==> src/rtl/audio_avg_filter.sv <==
// audio_avg_filter: codec-driven per-channel box-car low-pass over 2**LOG2_TAPS samples.
// Optional `AUDIO_AVG_BYPASS_EN adds a 'bypass' input that passes raw samples through.
module audio_avg_filter #(
  parameter int DATA_W    = 24,
  parameter int LOG2_TAPS = 3
) (
  input  logic              CLOCK_50,
  input  logic              reset,
`ifdef AUDIO_AVG_BYPASS_EN
  input  logic              bypass,
`endif
  input  logic              read_ready,
  input  logic              write_ready,
  input  logic [DATA_W-1:0] readdata_left,
  input  logic [DATA_W-1:0] readdata_right,
  output logic              read,
  output logic              write,
  output logic [DATA_W-1:0] writedata_left,
  output logic [DATA_W-1:0] writedata_right
);
  localparam int TAPS = 1 << LOG2_TAPS;
  localparam int SW   = DATA_W + LOG2_TAPS;
  typedef enum logic [2:0] {IDLE, READ, CALC, WAIT, WRITE} state_t;
  state_t                     state_q, state_d;
  logic signed [DATA_W-1:0]   samp_l_q, samp_r_q;
  logic signed [DATA_W-1:0]   hist_l_q [TAPS];
  logic signed [DATA_W-1:0]   hist_r_q [TAPS];
  logic signed [SW-1:0]       sum_l_q, sum_r_q, sum_l_d, sum_r_d;
  logic [LOG2_TAPS-1:0]       ptr_q;
  logic signed [DATA_W-1:0]   wd_l_q, wd_r_q, wd_l_d, wd_r_d;
  logic                       pass;
`ifdef AUDIO_AVG_BYPASS_EN
  assign pass = bypass;
`else
  assign pass = 1'b0;
`endif
  assign read            = state_q == READ;
  assign write           = state_q == WRITE;
  assign writedata_left  = wd_l_q;
  assign writedata_right = wd_r_q;
  always_comb begin
    state_d = state_q == IDLE ? (read_ready ? READ : IDLE) :
              state_q == READ ? CALC :
              state_q == CALC ? WAIT :
              state_q == WAIT ? (write_ready ? WRITE : WAIT) : IDLE;
    sum_l_d = sum_l_q + SW'(samp_l_q) - SW'(hist_l_q[ptr_q]);
    sum_r_d = sum_r_q + SW'(samp_r_q) - SW'(hist_r_q[ptr_q]);
    // sum is wide enough that the shifted result always fits back in DATA_W
    wd_l_d  = pass ? samp_l_q : DATA_W'(sum_l_d >>> LOG2_TAPS);
    wd_r_d  = pass ? samp_r_q : DATA_W'(sum_r_d >>> LOG2_TAPS);
  end
  always_ff @(posedge CLOCK_50 or posedge reset) begin
    if (reset) begin
      state_q  <= IDLE;
      samp_l_q <= '0;
      samp_r_q <= '0;
      sum_l_q  <= '0;
      sum_r_q  <= '0;
      ptr_q    <= '0;
      wd_l_q   <= '0;
      wd_r_q   <= '0;
      for (int i = 0; i < TAPS; i++) begin
        hist_l_q[i] <= '0;
        hist_r_q[i] <= '0;
      end
    end else begin
      state_q <= state_d;
      if (state_q == READ) begin
        samp_l_q <= readdata_left;
        samp_r_q <= readdata_right;
      end
      if (state_q == CALC) begin
        hist_l_q[ptr_q] <= samp_l_q;
        hist_r_q[ptr_q] <= samp_r_q;
        sum_l_q         <= sum_l_d;
        sum_r_q         <= sum_r_d;
        wd_l_q          <= wd_l_d;
        wd_r_q          <= wd_r_d;
        ptr_q           <= ptr_q + 1'b1;
      end
    end
  end
endmodule

==> config.mk <==
export PLATFORM = sky130hd
export DESIGN_NAME = audio_avg_filter
export DESIGN_NICKNAME = d
export VERILOG_FILES = /design/src/rtl/audio_avg_filter.sv
export SDC_FILE = /design/constraint.sdc
export NUM_CORES = 1
export LEC_CHECK = 0
export CAP_MARGIN = 10
export CORE_MARGIN = 2
export CORE_UTILIZATION = 28
export DETAILED_ROUTE_END_ITERATION = 8
export MAX_ROUTING_LAYER = met4
export PLACE_DENSITY = 0.47
export RECOVER_POWER = 50
export SYNTH_ARGS = -nofsm -noshare
export SYNTH_HDL_FRONTEND = slang
export SYNTH_SLANG_ARGS = --single-unit
==> constraint.sdc <==
create_clock -name CLOCK_50 -period 21.5 [get_ports CLOCK_50]
set_input_delay 4.3 -clock CLOCK_50 [delete_from_list [all_inputs] [get_ports CLOCK_50]]
set_output_delay 4.3 -clock CLOCK_50 [all_outputs]
set_load 0.02 [all_outputs]
* Yosys cells after proc, flatten, opt, wreduce, memory -nomap -nowiden
Cells that the tools add are included.
** Storage, ports and cells
- Word-level logic and storage cells :: 54
- Output and inout bits :: 50
- Register bits :: 540
** Operators by class
- Reductions and logical operators :: 2
- Muxes and demuxes :: 16
- Order comparisons :: 2
- Bitwise operators :: 1
- Equality and inequality tests :: 4
- Add/subtract/negate cells :: 5
** Operators with widths (number)
- bitwise mux 192 bit :: 2
- binary-select mux 24 bit (select 3 bit) :: 2
- two-way mux 24 bit :: 5
- demux 24 bit (select 3 bit) :: 1
- adder 27 x 24 -> 27 bit :: 2
- subtractor 27 x 24 -> 27 bit :: 2
- two-way mux 3 bit :: 5
- equality test 3 x 2 -> 1 bit, second input constant :: 2
- greater-or-equal comparator 4 bit, second input constant :: 1
- < comparator 4 x 1 -> 1 bit, second input constant :: 1
- NOT 3 -> 4 bit :: 1
- adder 3 x 1 -> 3 bit, second input constant :: 1
- equality test 3 x 1 -> 1 bit, second input constant :: 1
- equality test 3 bit, second input constant :: 1
- zero test 3 bit :: 1
- logical AND 1 bit :: 1
- two-way mux 1 bit :: 1

* Depth between registers and ports, before layout
Gate-level depths: netlist of the first run.
- Word-level depth :: 6
- Depth in mapped cells :: 18

* Worst setup path after synthesis of the first run
OpenSTA, ideal clock, no wires.
- Path kind :: register -> output
- Start point :: reg state_q[1]
- End point :: out read
- Path buffers :: 2
- Stages on the path, launching flop included :: 4
- Data arrival time :: 1.237 ns
- Slack :: 15.963 ns
- Required time :: 17.200 ns
- Cell sequence :: dfrtp_1 > nor3b_1 > clkbuf_1 > clkbuf_1
** On the way
- Cells in the longest elaborated chain, start to end :: 1
** Ends and longest elaborated chain
- from (decl) :: RTL line 24 : state_t state_q, state_d;
- from (signal assigned) :: RTL line 67 : state_q <= state_d;
- equality test 3 x 1 -> 1 bit :: RTL line 37 : assign read = state_q == READ;
- to (decl) :: RTL line 16 : output logic read,
No other way between the ends.

* Worst setup path in the final report of the first run
- Start point :: reg ptr_q[0]
- End point :: reg hist_l_q[96] (netlist name)
** On the way
- Cells in the longest elaborated chain, start to end :: 6
** Ends and longest elaborated chain
- from (decl) :: RTL line 29 : logic [LOG2_TAPS-1:0] ptr_q;
- from (signal assigned) :: RTL line 79 : ptr_q <= ptr_q + 1'b1;
- NOT 3 -> 4 bit (implied by the code) (*) :: RTL line 73 : hist_l_q[ptr_q] <= samp_l_q;
- greater-or-equal comparator 4 bit (implied by the code) or < comparator 4 x 1 -> 1 bit (tied branches) :: RTL line 73
- logical AND 1 bit (implied by the code) :: RTL line 73
- two-way mux 24 bit (implied by the code) :: RTL line 73
- demux 24 bit (select 3 bit) (*) :: RTL line 73
- bitwise mux 192 bit (*) :: RTL line 73
- to (signal, indexed assignment) :: RTL line 73
- to (decl) :: RTL line 26 : logic signed [DATA_W-1:0] hist_l_q [TAPS];
Mark *: on every way between the ends. The rest lies on a longest branch, timed or not.
A chain may end at the register's enable or synchronous reset.

==> results.json, run 1 <==
{
  "finalClockSkew_ns": 0.01842,
  "ys_types": 58,
  "yosysWarningCount": 0,
  "clock_path_buffers": 3,
  "fill_cells": 8786,
  "via_per_inst": 4.674,
  "critPathTopFamily": "buffers and inverters",
  "grt_usage_pct": 14.63,
  "synth_area_leaders": "dfrtp_1, mux4_2, mux2_2",
  "synth_cells": 2228,
  "grt_overflow_total": 0,
  "clkLatencyLatePin_ns": 0.61,
  "crit_path_end_kind": "flip-flop",
  "hold_path.startpoint": "hist_r_q[103]",
  "start_util_pct": 28.37,
  "synth_seq_area_share_pct": 49.78,
  "synth-edff-count": 0,
  "die_h_um": 301.2,
  "max_freq_mhz": 88.10,
  "rsz0062_at_grt": "no",
  "ys_top_cells_by_count": "dfrtp_1, nand2_1, o21ai_0",
  "r2r_setup_slack_ns": 10.15,
  "die_area_mm2": 0.09072,
  "vias": 16080,
  "cts_hold_buf": 0,
  "cts_num_sinks": 492,
  "hold_violations": 0,
  "fin_tns_setup_ns": 0,
  "cts_resized": 0,
  "min_path_type": "reg -> reg",
  "criticalPathCategory": "reg -> reg",
  "drt_iter0_drc": 857,
  "required_ns": 21.98,
  "io_buffers": 101,
  "ys.flop_type": "dfrtp_1",
  "fin_crit_sh_pct": 52.79,
  "setup_viol": 0,
  "path_cells": "clkbuf_1, clkbuf_1, nand3_1, clkbuf_1, mux2_2",
  "synthArstFlopShare_pct": 100.0,
  "fin_nets": 2406,
  "yosys.area.top_type": "dfrtp_1",
  "fin_area_mm2": 0.02833,
  "gp_congestion": 0.7814,
  "path_clk_slew_ns": 0.06,
  "synth_fp_nets": 2389,
  "relSlewSlack_pct": -255.1,
  "routedWlPerCell_um": 18.25,
  "synth.cell_area_mm2": 0.02473,
  "cts_setup_buffers": 0,
  "holdPathEnd": "hist_r_q[103]",
  "synth_top_area_share_pct": 49.78,
  "place_area_mm2": 0.02666,
  "drt-total-wl_mm": 62.80,
  "cpMostUsedCell": "clkbuf_1",
  "syn_avg_cell_area_um2": 11.10,
  "htreeDepth": 2,
  "drtAntennaViolNets": 0,
  "crit_arrival_ns": 11.83,
  "route.detailed.drc": 0,
  "crit_fanout": 56,
  "cap_violations": 20,
  "grt_start_max_net_pins": 117,
  "slew_viol_final": 900,
  "multi_input_area_mm2": 0.01088,
  "drtPass1Iterations": 5,
  "drive_above_1_share_pct": 16.43,
  "violations": "capacitance limit, slew limit",
  "synth.most_common_cell": "dfrtp_1",
  "area_growth_pct": 14.57,
  "grt_pass1_vias": 17260,
  "io-pin-count": 102,
  "regToRegEndpoint": "hist_l_q[96]",
  "clockRootBuffer": "clkbuf_16",
  "rr_worst_depth": 5,
  "rows": 108,
  "worst-path-buf-inv": 3,
  "worst_slew_pin_slew_ns": 5.326,
  "critPathMaxStageDelay_ns": 3.05,
  "antenna_found_initial": 5,
  "crit_path_start_kind": "flip-flop",
  "hpwlAfterDp_mm": 39.63,
  "fp.dieW_um": 301.2,
  "coreArea_mm2": 0.08716,
  "finalCriticalPeriod_ns": 11.35,
  "status": "finished, violations left",
  "cts_tree": "built",
  "grt_pass1_wl_mm": 100.8,
  "cts_buffers": 55,
  "synth_seq_cells": 492,
  "min_path_cells": 2,
  "r2r-start": "ptr_q[0]",
  "slowest_stage": "nand3_1",
  "seq_area_mm2": 0.01232
}
## through the flow
stage	instances	worst slack (ns)	util, %	hold WS, ns
after floorplan	2228	3.467	-	0.4446
after global placement	3343	14.10	30.59	0.4564
after detailed placement	3343	14.01	30.59	0.4659
after CTS	3437	14.66	32.64	0.4784
after global routing	3441	8.780	32.51	0.4911
final	3441	10.15	32.51	0.4723
## per-layer routing
| layer | track usage [%] | routed length (um) | vias up |
|---|---|---|---|
| li1 | - | - | 7586 |
| met1 | 19.64 | 29630 | 8137 |
| met2 | 22.99 | 29110 | 265 |
| met3 | 2.183 | 2482 | 96 |
| met4 | 4.205 | 1571 | 0 |
| met5 | - | 0 | - |
## state kept, by name, indices dropped and copies added, names as in the netlist
register,count
hist_l_q,192
samp_r_q,24
ptr_q,3
sum_l_q,3
hist_r_q,192
state_q,3
samp_l_q,24
sum_r_q,3
writedata_left,24
writedata_right,24
## cell families (layout without fill, tap and decap cells)
kind of cell | count (synthesis) | after routing | synth area share, %
muxes | 282 | 282 | 17.18
other | 0 | 4 | 0
DFF | 492 | 492 | 49.78
buffers and inverters | 366 | 420 | 6.299
xor gates and xnor gates | 51 | 51 | 1.806
AOI/OAI and AO/OA | 475 | 475 | 10.45
and+or+nand+nor | 453 | 453 | 7.386
adders and majority gates | 109 | 109 | 7.093
## worst max-delay path by stage
stage	startpoint	slack [ns]	endpoint	depth (start not counted)
CTS	reset	14.66	samp_l_q[3]	4
global route	ptr_q[0]	8.78	hist_l_q[100]	5
detailed placement	reset	14.01	hist_r_q[52]	4
floorplan	reset	3.47	hist_l_q[0]	1
finish	ptr_q[0]	10.15	hist_l_q[96]	5
global placement	reset	14.10	samp_r_q[3]	4
## area by class of cell
class / count / share of cell area, %
flip-flops and latches: 492 / 43.46
multi-input cells: 1370 / 38.38
clock buffers: 86 / 6.014
well taps: 1155 / 5.100
repair buffers: 126 / 4.058
inverters: 200 / 2.654
clock inverters: 8 / 0.2914
diodes: 4 / 0.03533
## tightest hold or removal path: cells and delay by family, from the launching register on
kind / cells / cell delay (ns)
simple gates: 1 / 0.04
compound gates: 1 / 0.06
flops: 1 / 0.33
## cell usage in the layout (no fill, tap or decap), types with 50 or more instances in the layout
master           count
fa_1                52
dfrtp_1            491
clkbuf_16           56
ha_1                57
inv_1              199
mux2_2             175
nand2_1            378
o21ai_0            336
mux4_2              96
clkdlybuf4s50_1     51
dlygate4sd3_1       50
Power of run 1 is left out: the tool's default activity adds up to more than one toggle a clock period on the data nets, which glitch-free logic cannot reach.
==> inputs of run 2 (changes only) <==
Clock period 21.5 ns to 10.85 ns, I/O delays scaled along.
==> run 2 against run 1 <==
The run still ends with capacitance limit, slew limit left. Clock skew decreased by 0.0069 ns. Non-clock buffer count shrank 2. Critical path depth grew 10. Critical endpoint is now writedata_left[22].
==> results.json, run 2 (synthesis gave the netlist of run 1 again) <==
{
  "grt_pass1_wl_mm": 99.53,
  "cts_hold_buf": 0,
  "route.detailed.drc": 0,
  "cts_tree": "built",
  "setup_viol": 0,
  "io_buffers": 101,
  "criticalPathCategory": "reg -> reg",
  "hold_violations": 0,
  "htreeDepth": 2,
  "finalClockSkew_ns": 0.01150,
  "max_freq_mhz": 135.3,
  "fin_crit_sh_pct": 68.11,
  "required_ns": 11.33,
  "die_h_um": 301.2,
  "die_area_mm2": 0.09072,
  "cts_resized": 0,
  "drtAntennaViolNets": 0,
  "coreArea_mm2": 0.08716,
  "area_growth_pct": 14.91,
  "grt_start_max_net_pins": 170,
  "crit_fanout": 38,
  "fin_tns_setup_ns": 0,
  "cts_buffers": 55,
  "layout_common_cells": "dfrtp_1, nand2_1, o21ai_0, inv_1, mux2_2",
  "cts_setup_buffers": 0,
  "worst_slew_pin_slew_ns": 4.274,
  "dp_slack_ns": 4.923,
  "relSlewSlack_pct": -184.9,
  "slew_viol_final": 593,
  "vias": 16080,
  "clock_path_buffers": 3,
  "io-pin-count": 102,
  "grt_pass1_vias": 16790,
  "violations": "capacitance limit, slew limit",
  "layout_commonest_cell": "dfrtp_1",
  "grt_overflow_total": 0,
  "fp.dieW_um": 301.2,
  "rsz0062_at_grt": "no",
  "drt-total-wl_mm": 62.46,
  "reg_top3": "hist_l_q: 192 flops, hist_r_q: 192 flops",
  "crit_path_end_kind": "flip-flop",
  "crit_arrival_ns": 7.87,
  "drt_iter0_drc": 702,
  "status": "finished, violations left",
  "crit_path_start_kind": "flip-flop",
  "path_clk_slew_ns": 0.06,
  "antenna_found_initial": 2,
  "rows": 108,
  "clkLatencyLatePin_ns": 0.60,
  "hpwlAfterDp_mm": 39.63,
  "cts_num_sinks": 492,
  "grt_usage_pct": 14.41,
  "start_util_pct": 28.37,
  "gp_congestion": 0.7776,
  "layout_setup_ws_ns": 3.460,
  "min_path_type": "reg -> reg",
  "cap_violations": 9,
  "finalCriticalPeriod_ns": 7.390,
  "drive_above_1_share_pct": 16.89,
  "routedWlPerCell_um": 18.14,
  "drtPass1Iterations": 5,
  "fin_nets": 2404,
  "via_per_inst": 4.669,
  "clockRootBuffer": "clkbuf_16"
}
[run 2: final cells by class]
type | count | area, um2
flip-flops and latches | 492 | 12320
well taps | 1155 | 1445
repair buffers | 124 | 1160
clock inverters | 21 | 294.0
inverters | 200 | 752.0
diodes | 3 | 7.507
clock buffers | 78 | 1563
fillers | 8778 | 58740
multi-input cells | 1370 | 10870
[run 2: worst max-delay path: stages (launching register included)]
cell and delay, ns:
dfrtp_4 0.94, clkbuf_1 2.11, mux4_2 0.70, mux2_2 0.29, fa_1 0.48, inv_1 0.06
ha_1 0.27, a21oi_1 0.08, nand4b_1 0.22, a32oi_1 0.49, a31oi_1 0.24, a31oi_1 0.61
a31oi_1 0.24, o21ai_1 0.21, a2111oi_0 0.11, nand3b_1 0.19
[run 2: layer usage]
metal | up-vias | global-route usage, % | wire length (um)
met5 | - | - | 0
met1 | 8210 | 19.69 | 29550
li1 | 7582 | - | -
met2 | 199 | 22.59 | 29510
met4 | 0 | 3.163 | 1107
met3 | 85 | 2.255 | 2302
[run 2: worst paths after layout]
check / endpoint / slack (ns) / start / depth (start not counted)
min: hist_l_q[152] / 0.47 / hist_l_q[152] / 2
max in group asynchronous: ptr_q[0] / 3.69 / reset / 3
min reg2reg: hist_l_q[152] / 0.47 / hist_l_q[152] / 2
max: writedata_left[22] / 3.46 / ptr_q[0] / 15
min in group asynchronous: hist_l_q[161] / 2.07 / reset / 2
max reg2reg: writedata_left[22] / 3.46 / ptr_q[0] / 15
[run 2: metrics by stage]
step,hold WS [ns],cells,utilization [%],cell area [um2]
floorplan,0.4446,2228,-,24740
global placement,0.4563,3341,30.59,26660
detailed placement,0.4644,3341,30.59,26660
CTS,0.4774,3440,32.72,28520
global route,0.4944,3442,32.60,28420
finish,0.4723,3443,32.61,28420
Power of run 2 is left out for the same reason.
